[src/rtl/addsub_nibble_sched.sv]
// Two-requester scheduler around one shared 4-bit add/subtract slice.
// Operands are processed nibble-serially, LSB first, with a registered carry between passes.
module addsub_nibble_sched #(
   parameter int NIBBLES = 4
) (
   input  logic                   clk,
   input  logic                   rst,
   input  logic                   req0_valid,
   output logic                   req0_ready,
   input  logic [4*NIBBLES-1:0]   req0_a,
   input  logic [4*NIBBLES-1:0]   req0_b,
   input  logic                   req0_sub,
   input  logic                   req1_valid,
   output logic                   req1_ready,
   input  logic [4*NIBBLES-1:0]   req1_a,
   input  logic [4*NIBBLES-1:0]   req1_b,
   input  logic                   req1_sub,
   output logic                   rsp_valid,
   input  logic                   rsp_ready,
   output logic                   rsp_id,
   output logic [4*NIBBLES-1:0]   rsp_sum,
   output logic                   rsp_cout,
   output logic                   rsp_ovf,
   output logic                   busy
);

   localparam int W  = 4 * NIBBLES;
   localparam int KW = (NIBBLES > 1) ? $clog2(NIBBLES) : 1;

   typedef enum logic [1:0] {IDLE, CALC, RESP} state_t;

   state_t          state_q, state_d;
   logic            ptr_q, ptr_d;
   logic [W-1:0]    a_q, a_d;
   logic [W-1:0]    b_q, b_d;
   logic            carry_q, carry_d;
   logic            id_q, id_d;
   logic [KW-1:0]   k_q, k_d;
   logic [W-1:0]    sum_q, sum_d;
   logic            cout_q, cout_d;
   logic            ovf_q, ovf_d;

   logic            grant0, grant1;
   logic [4:0]      nib;

   // Ties go to the requester that was not served last; ptr_q holds the last-served id.
   assign grant0 = req0_valid && (!req1_valid || ptr_q);
   assign grant1 = req1_valid && (!req0_valid || !ptr_q);

   assign req0_ready = (state_q == IDLE) && grant0;
   assign req1_ready = (state_q == IDLE) && grant1;

   assign rsp_valid = (state_q == RESP);
   assign busy      = (state_q != IDLE);
   assign rsp_id    = id_q;
   assign rsp_sum   = sum_q;
   assign rsp_cout  = cout_q;
   assign rsp_ovf   = ovf_q;

   assign nib = {1'b0, a_q[4*k_q +: 4]} + {1'b0, b_q[4*k_q +: 4]} + {4'b0, carry_q};

   always_comb begin
      // NOTE: every next-state value defaults to its current value first, so no path leaves one unassigned and infers a latch.
      state_d = state_q;
      ptr_d   = ptr_q;
      a_d     = a_q;
      b_d     = b_q;
      carry_d = carry_q;
      id_d    = id_q;
      k_d     = k_q;
      sum_d   = sum_q;
      cout_d  = cout_q;
      ovf_d   = ovf_q;

      case (state_q)
         IDLE: begin
            if (req0_ready || req1_ready) begin
               // Subtraction is a + ~b + 1, the +1 entering as the initial carry.
               a_d     = req1_ready ? req1_a : req0_a;
               b_d     = req1_ready ? (req1_sub ? ~req1_b : req1_b)
                                    : (req0_sub ? ~req0_b : req0_b);
               carry_d = req1_ready ? req1_sub : req0_sub;
               id_d    = req1_ready;
               k_d     = '0;
               state_d = CALC;
            end
         end
         CALC: begin
            sum_d[4*k_q +: 4] = nib[3:0];
            carry_d           = nib[4];
            k_d               = k_q + 1'b1;
            if (k_q == KW'(NIBBLES - 1)) begin
               cout_d  = nib[4];
               ovf_d   = (a_q[W-1] == b_q[W-1]) && (nib[3] != a_q[W-1]);
               state_d = RESP;
            end
         end
         RESP: begin
            if (rsp_ready) begin
               ptr_d   = id_q;
               state_d = IDLE;
            end
         end
         default: state_d = IDLE;
      endcase
   end

   // NOTE: every register, datapath included, takes a reset value so outputs are defined the instant rst falls.
   always_ff @(posedge clk or negedge rst) begin
      if (!rst) begin
         state_q <= IDLE;
         ptr_q   <= 1'b1;
         a_q     <= '0;
         b_q     <= '0;
         carry_q <= 1'b0;
         id_q    <= 1'b0;
         k_q     <= '0;
         sum_q   <= '0;
         cout_q  <= 1'b0;
         ovf_q   <= 1'b0;
      end else begin
         // NOTE: non-blocking assignments so every flop samples the pre-edge values.
         state_q <= state_d;
         ptr_q   <= ptr_d;
         a_q     <= a_d;
         b_q     <= b_d;
         carry_q <= carry_d;
         id_q    <= id_d;
         k_q     <= k_d;
         sum_q   <= sum_d;
         cout_q  <= cout_d;
         ovf_q   <= ovf_d;
      end
   end

endmodule

[config.mk]
export PLATFORM = sky130hd
export DESIGN_NAME = addsub_nibble_sched
export DESIGN_NICKNAME = d
export VERILOG_FILES = /design/src/rtl/addsub_nibble_sched.sv
export SDC_FILE = /design/constraint.sdc
export NUM_CORES = 1
export LEC_CHECK = 0
export CORE_MARGIN = 2
export CORE_UTILIZATION = 48
export DETAILED_ROUTE_END_ITERATION = 16
export PLACE_DENSITY = 0.86
export SLEW_MARGIN = 20
export SYNTH_ARGS = -nofsm -noshare
export SYNTH_HDL_FRONTEND = slang
export SYNTH_SLANG_ARGS = --single-unit
[constraint.sdc]
create_clock -name clk -period 3.9 [get_ports clk]
set_input_delay 0.78 -clock clk [delete_from_list [all_inputs] [get_ports clk]]
set_output_delay 0.78 -clock clk [all_outputs]
set_load 0.02 [all_outputs]
# After elaboration in Yosys (flattened, before gate mapping)
# Index checks and enable logic that the tools add are counted.
# word_totals
reg_bits	57
input_bits	71
out_inout_bits	23
elab_cells	61
# op_classes
addsub	4
eq_ne	8
n_shift	4
mux	14
bitwise	2
reduce_logical	19
# op_table
op	n
16-bit two-way mux	4
4-bit negator with 34-bit output	1
4-bit by 34-bit variable shift with 16-bit output, first input constant	1
4-bit by 34-bit indexed part select with 16-bit output	1
16-bit inverter	2
16-bit by 5-bit indexed part select with 4-bit output	2
16-bit bitwise mux	1
2-bit two-way mux	4
2-bit AND reduction	4
2-bit case mux with 3 select lines	1
4-bit by 4-bit adder with 5-bit output	1
5-bit by 1-bit adder with 5-bit output	1
1-bit logical AND	5
2-bit == test, second input constant	2
2-bit by 1-bit inequality test with 1-bit output, second input constant	2
2-bit case mux with 2 select lines	1
2-bit nonzero test	2
1-bit zero test	3
1-bit logical OR	3
3-bit AND reduction	1
2-bit by 1-bit adder with 2-bit output, second input constant	1
2-bit by 1-bit == test with 1-bit output, second input constant	1
2-bit zero test	1
1-bit two-way mux	2
other kinds (4)	4

# Logic depth before layout (Yosys ltp)
# Gate-level depths: netlist of the first run.
# depth
ltp_word	7
depth_mapped	8
mapped_depth_nobuf	7

# Worst setup path before layout of the first run
# No wires, ideal clock.
# synth_path
kind	reg-to-reg
startpoint	reg k_q[1]
endpoint	reg carry_q
setup_ps	124
arrival_time_ps	2558
t_required_ps	3776
slack_ps	1218
stages_incl_launch_ff	9
n_path_buf	1
synth_period_minus_slack_ps	2682
cell_sequence	dfrtp_1 > clkbuf_1 > mux4_2 > fa_1 > fa_1 > a21o_1 > a21oi_1 > o22ai_1 > a211o_1
# synth_between
elab_chain_cells	4
elab_cells_between_ends	5
cone_classes	add/sub: 2; shift: 2; mux: 1
# synth_rtl
element	line_no	source
start: declaration	38	logic [KW-1:0] k_q, k_d;
start signal: assignment	129	k_q <= k_d;
16-bit by 5-bit indexed part select with 4-bit output	60	assign nib = {1'b0, a_q[4*k_q +: 4]} + {1'b0, b_q[4*k_q +: 4]} + {4'b0, carry_q};
4-bit by 4-bit adder with 5-bit output *	60	
5-bit by 1-bit adder with 5-bit output *	60	
1-bit case mux with 2 select lines *	75	case (state_q)
end signal: assignment	127	carry_q <= carry_d;
end: declaration	36	logic carry_q, carry_d;
# Every way passes the cells marked *; elsewhere a longest branch is shown, timed or not.
# A chain may end at the register's enable or synchronous reset.

# Final worst setup path of the first run
# layout_path
startpoint	in req0_valid
endpoint	out req1_ready
# layout_between
elab_chain_cells	4
# layout_rtl
element	line_no	source
start: declaration	8	input logic req0_valid,
1-bit zero test	48	assign grant1 = req1_valid && (!req0_valid || !ptr_q);
1-bit logical OR	48	
1-bit logical AND	48	
1-bit logical AND	51	assign req1_ready = (state_q == IDLE) && grant1;
end: declaration	14	output logic req1_ready,
# No other way between the ends.

==> results of run 1 <==
==> logic make-up (layout without fill, tap and decap cells) <==
| group | Yosys count | count (layout) | share of synthesized area, % |
|---|---|---|---|
| AO/OA/AOI/OAI | 64 | 64 | 12.2 |
| flip-flops | 57 | 57 | 43.2 |
| buffers and inverters | 22 | 118 | 4.05 |
| AND/OR/NAND/NOR | 71 | 71 | 11.5 |
| multiplexers | 41 | 41 | 15.5 |
| adder cells (fa/ha/maj) | 11 | 11 | 4.62 |
| XOR/XNOR | 34 | 34 | 9.01 |
==> report_power, final <==
group | switching [mW] | internal [mW] | leakage [nW]
clock | 0.211 | 0.259 | 0.0826
combinational | 1.01 | 0.825 | 1.30
sequential | 0.204 | 0.854 | 0.724
==> layout make-up <==
type                       instances  area (sq um)  share of cell area [%]
clock buffer                      14           163                    3.67
inverter                           5          18.8                   0.424
multi-input combinational        221          1750                    39.5
sequential                        57          1430                    32.2
tap                               80           100                    2.26
timing repair buffer              99           971                    21.9
==> worst max-delay path: stages <==
cell and delay, ns:
clkdlybuf4s50_1 0.55, nand2_1 0.21, nand3_4 0.10, inv_1 0.09
clkdlybuf4s50_1 0.60
==> cells in the mapped netlist, drive strengths merged, types with 5 or more instances <==
master / n / area, sq um
a22o: 15 / 131
inv: 5 / 18.8
nand3: 5 / 37.5
dfrtp: 56 / 1400
ha: 9 / 113
nor2: 5 / 33.8
mux4: 8 / 180
xor2: 33 / 289
buf: 14 / 104
mux2i: 32 / 320
o21ai: 39 / 199
nand2: 47 / 191
==> stage by stage <==
step                      hold WS (ns)  utilization, %
final                            0.481            65.9
after global routing             0.502            65.9
after CTS                        0.484            65.9
after detailed placement         0.471            63.5
after global placement           0.463            63.5
after floorplan                  0.445               -
==> per-layer routing <==
layer / track usage (%) / vias up / routed length, um
met5: 0 / - / 0
met4: 8.95 / 0 / 162
met3: 4.27 / 18 / 320
met2: 35.3 / 77 / 3740
met1: 24.7 / 1204 / 3060
li1: - / 1244 / -
==> sequential cells by signal, summed over array words and instances (netlist names) <==
signal	flops
b_q	16
state_q	2
ptr_q	1
carry_q	1
k_q	2
rsp_ovf	1
rsp_id	1
a_q	16
rsp_sum	16
rsp_cout	1
==> how the worst max path moves through the flow <==
stage,start,end,slack (ns)
6_report,req0_valid,req1_ready,0.79
5_1_grt,req0_valid,req1_ready,0.71
4_1_cts,req1_valid,req0_ready,0.79
3_5_place_dp,req1_valid,req0_ready,0.82
3_3_place_gp,req1_valid,req0_ready,0.84
2_1_floorplan,k_q[1]$_DFFE_PN0P_,carry_q$_DFFE_PN0P_,1.22
==> summary.md, run 1 <==
| Metric | Value |
|---|---|
| Status | finished, final reports clean |
| Fmax | 322 MHz |
| Primary FF master, synth | dfrtp_1 |
| Post-synthesis instance area | 0.00330 sq mm |
| Iter 0 DRT Violations | 106 |
| Flop-to-flop setup slack | 0.95 ns |
| Post-synth EDFFs | 0 |
| Fin. max-slew vios | 0 |
| Relative slew slack | 38.0% |
| Pre-CTS setup slack | 0.817 ns |
| Antenna Diode Count | 0 |
| Nets | 475 |
| TritonCTS Buffers | 9 |
| CTS tree | done |
| WHS Endpoint | a_q[8]$_DFFE_PN0P_ |
| Fin crit share | 79.7% |
| Critical Path RT | 3.12 ns |
| Setup bufs post-CTS | 0 |
| Worst Clk Skew | 0.00677 ns |
| Core ar. | 0.00672 sq mm |
| Crit-path max FO | 6 |
| Final count of hold timing violations | 0 |
| Most frequent cells in the layout | clkdlybuf4s50_1 (92), dfrtp_1 (56), nand2_1 (45) |
| Post-CTS sizing | 0 |
| Die area | 0.00756 sq mm |
| Crit path capture type | primary output |
| R2R depth | 7 |
| Wire per inst | 15.3 um |
| GP Congestion | 0.774 |
| First-pass DRT Iterations | 4 |
| First-pass GRT wire length | 12000 um |
| Die extent in x | 87.0 um |
| Total power divided by cell area | 759 mW/mm^2 |
| Hpwl dp | 5510 um |
| Sequential area share after synthesis | 43.2% |
| Clk buf depth | 2 |
| Cells after synthesis | 300 |
| Crit path launch type | input pin |
| # rows | 30 |
| Power, Total | 3.36 mW |
| Placed cell count | 462 |
| Fin crit period | 3.11 ns |
| DRC viols | 0 |
| Die height | 87.0 um |
| WS Path Type | in2out |
| Cts hold-fix bufs | 0 |
| Dpl cell area | 0.00427 sq mm |
| Overflow after GRT | 0 |
| # IOs | 94 |
| Worst min-delay path class | reg2reg |
| Layout area overhead | 34.1% |
| Setup slack after layout | 0.790 ns |
| Drt via density | 5.34 |
| Routed wire length | 7290 um |
| Largest net degree at the start of global routing | 58 |
| Vias in the first global route | 2586 |
| Clock latency at the later pin of the worst-skew pair | 0.34 ns |
| Largest vdd supply drop | 0.000423 V |
| Count of final setup violators | 0 |
| H-tree depth | 3 |
| Yosys warns | 0 |
| Via count | 2543 |
| Register bit total from synthesis | 57 |
| Max Cap Violations | 0 |
| Initial antenna violation count | 0 |
| Avg Cell Area, Syn | 11.0 sq um |
| Syn Nets | 382 |
| Tot GR Track Use | 20.5% |
| Actual slew at the worst max-slew pin | 0.926 ns |
| Port-buffer cells | 93 |
| Leakage | 2.11 nW |
| Non-filler instance count after layout | 476 |
| Critical Path AT | 2.33 ns |
| Setup_tns | 0 ns |
| Initial Util | 49.2% |
| Antenna-violating nets left | 0 |
| Reg2reg end | carry_q$_DFFE_PN0P_ |
| Share of cells above drive strength 1 | 9.34% |
| Design Area, Final | 0.00443 sq mm |
| Worst Hold Path Cells | 2 |
| Hold Startpoint | a_q[8]$_DFFE_PN0P_ |
| Root Buffer | clkbuf_8 |
| Clock slew at reported path FFs | 0.06 ns |
| Async set or reset register ratio after synthesis | 100% |
| Most common cell after layout, fill and taps aside | clkdlybuf4s50_1 |
| Synth unique cells | 41 |
| Layout fillers | 527 |
| Clk sinks | 57 |
| RSZ-0062 raised after global routing | false |
| Worst r2r src | k_q[0]$_DFFE_PN0P_ |
Note: power is estimated with default switching activity, not from simulation.
==> run 2: changes to the inputs <==
- CORE_UTILIZATION: 48 -> 44
- PLACE_DENSITY: 0.86 -> 0.84
- clock period: 3.9 -> 2.65 ns (I/O delays scaled with it)
==> summary.md, run 2 (same netlist as run 1, synthesis figures left out) <==
| Metric | Value |
|---|---|
| Status | finished, final reports clean (unchanged) |
| Critical Path AT | 2.77 ns (was 2.33 ns) |
| Core ar. | 0.00725 sq mm (was 0.00672 sq mm) |
| Wire per inst | 14.9 um (was 15.3 um) |
| Vias in the first global route | 2612 (was 2586) |
| Clock latency at the later pin of the worst-skew pair | 0.32 ns (was 0.34 ns) |
| Iter 0 DRT Violations | 120 (was 106) |
| Crit path capture type | flip-flop (was primary output) |
| Leakage | 2.18 nW (was 2.11 nW) |
| Port-buffer cells | 93 (unchanged) |
| GP Congestion | 0.793 (was 0.774) |
| Initial antenna violation count | 0 (unchanged) |
| CTS tree | done (unchanged) |
| Critical path's slowest cell | mux4_2 (was clkdlybuf4s50_1) |
| Nets | 483 (was 475) |
| WS Path Type | reg2reg (was in2out) |
| Final count of hold timing violations | 0 (unchanged) |
| Hold slack | 0.218 ns (was 0.481 ns) |
| Worst min-delay path class | in2async (was reg2reg) |
| Hpwl dp | 5930 um (was 5510 um) |
| Clk buf depth | 2 (unchanged) |
| RSZ-0062 raised after global routing | false (unchanged) |
| Multi-input logic area | 0.00176 sq mm (was 0.00175 sq mm) |
| Most frequent cells in the layout | clkdlybuf4s50_1 (92), dfrtp_1 (55), nand2_1 (45) (was clkdlybuf4s50_1 (92), dfrtp_1 (56), nand2_1 (45)) |
| Share of cells above drive strength 1 | 12.8% (was 9.34%) |
| Routed wl met3 | 332 um (was 320 um) |
| TritonCTS Buffers | 9 (unchanged) |
| Met2 WL | 3880 um (was 3740 um) |
| Most common cell after layout, fill and taps aside | clkdlybuf4s50_1 (unchanged) |
| Routed wire length | 7510 um (was 7290 um) |
| Power, Total | 5.25 mW (was 3.36 mW) |
| Worst Clk Skew | 0.00528 ns (was 0.00677 ns) |
| Die area | 0.00822 sq mm (was 0.00756 sq mm) |
| Layout fillers | 588 (was 527) |
| Seq. cell area | 0.00143 sq mm (about the same) |
| Count of final setup violators | 0 (unchanged) |
| Antenna-violating nets left | 0 (unchanged) |
| # rows | 31 (was 30) |
| Setup bufs post-CTS | 0 (unchanged) |
| First-pass GRT wire length | 12400 um (was 12000 um) |
| Total power divided by cell area | 1140 mW/mm^2 (was 759 mW/mm^2) |
| Largest net degree at the start of global routing | 67 (was 58) |
| Fin crit share | 96.7% |
| Clk sinks | 57 (unchanged) |
| Tot GR Track Use | 19.0% (was 20.5%) |
| Layout area overhead | 38.8% (was 34.1%) |
| Fin crit period | 2.56 ns |
| Via count | 2586 (was 2543) |
| Metal-1 WL | 3210 um (was 3060 um) |
| Max Cap Violations | 0 (unchanged) |
| Overflow after GRT | 0 (unchanged) |
| Actual slew at the worst max-slew pin | 0.755 ns (was 0.926 ns) |
| Crit-path max FO | 4 (was 6) |
| Setup slack after layout | 0.0884 ns (was 0.790 ns) |
| Die height | 90.7 um (was 87.0 um) |
| # IOs | 94 (unchanged) |
| Initial Util | 45.6% (was 49.2%) |
| Root Buffer | clkbuf_8 (unchanged) |
| First-pass DRT Iterations | 4 (unchanged) |
| H-tree depth | 3 (unchanged) |
| Crit-path cells | mux4_2, fa_2, fa_1, a21o_1, a21oi_2, o22ai_1, a211o_1 (was clkdlybuf4s50_1, nand2_1, nand3_4, inv_1, clkdlybuf4s50_1) |
| Crit path launch type | flip-flop (was input pin) |
| Fin. max-slew vios | 0 (unchanged) |
| Antenna Diode Count | 0 (unchanged) |
| Largest vdd supply drop | 0.000429 V (was 0.000423 V) |
| Critical Path RT | 2.86 ns (was 3.12 ns) |
| CP peak stage delay | 0.53 ns (was 0.60 ns) |
| Die extent in x | 90.7 um (was 87.0 um) |
| Relative slew slack | 49.5% (was 38.0%) |
| Fmax | 390 MHz |
| Clock slew at reported path FFs | 0.06 ns (about the same) |
| Pre-CTS setup slack | -0.0179 ns (was 0.817 ns) |
| Drt via density | 5.12 (was 5.34) |
| Top layer in use | met4 (unchanged) |
| DRC viols | 0 (unchanged) |
-- run 2: area by class of cell --
| type | instances | area share, % |
|---|---|---|
| clock buffer | 14 | 3.76 |
| multi-input combinational | 221 | 38.5 |
| timing repair buffer | 107 | 22.7 |
| inverter | 5 | 0.409 |
| sequential | 57 | 31.2 |
| clock inverter | 2 | 0.764 |
| tap | 99 | 2.70 |
-- run 2: power by group --
| part | leakage (nW) | internal, mW | switching [mW] |
|---|---|---|---|
| sequential | 0.723 | 1.26 | 0.260 |
| combinational | 1.35 | 1.32 | 1.58 |
| clock | 0.107 | 0.511 | 0.320 |
-- run 2: stage by stage --
step,util (%),TNS [ns],std cells,cell area (sq um)
finish,63.2,0,505,4590
global route,63.2,0,505,4590
CTS,63.1,0,505,4570
detailed placement,60.2,-0.0179,489,4360
global placement,60.2,0,489,4360
floorplan,-,0,300,3310
-- run 2: metal layers --
| metal | vias up | track usage (%) |
|---|---|---|
| li1 | 1260 | - |
| met1 | 1240 | 24.0 |
| met2 | 78 | 32.5 |
| met3 | 8 | 5.01 |
| met4 | 0 | 5.00 |
| met5 | - | 0 |
-- run 2: final timing paths --
check	slack [ns]	startpoint	cells past startpoint	end
min in group clk	0.48	a_q[12]$_DFFE_PN0P_	2	a_q[12]$_DFFE_PN0P_
worst max register to register	0.09	k_q[0]$_DFFE_PN0P_	7	carry_q$_DFFE_PN0P_
worst min register to register	0.48	a_q[12]$_DFFE_PN0P_	2	a_q[12]$_DFFE_PN0P_
worst min-delay path	0.22	rst	1	rsp_sum[5]$_DFFE_PN0P_
max in group asynchronous	1.66	rst	2	ptr_q$_DFFE_PN1P_
worst max-delay path	0.09	k_q[0]$_DFFE_PN0P_	7	carry_q$_DFFE_PN0P_
-- run 2: worst max-delay path: cells and delay by family, from the launching register on --
kind	cells	cell delay, ns
AOI/OAI and AO/OA	4	0.71
adders and majority gates	2	0.80
DFF	1	0.41
muxes	1	0.53
-- run 2: repair_timing --
action | in CTS | in global routing
gates resized for setup | 1 | 3
hold buffers | 0 | 0
gates cloned | 0 | 0
endpoints found under the setup margin | 1 | 2
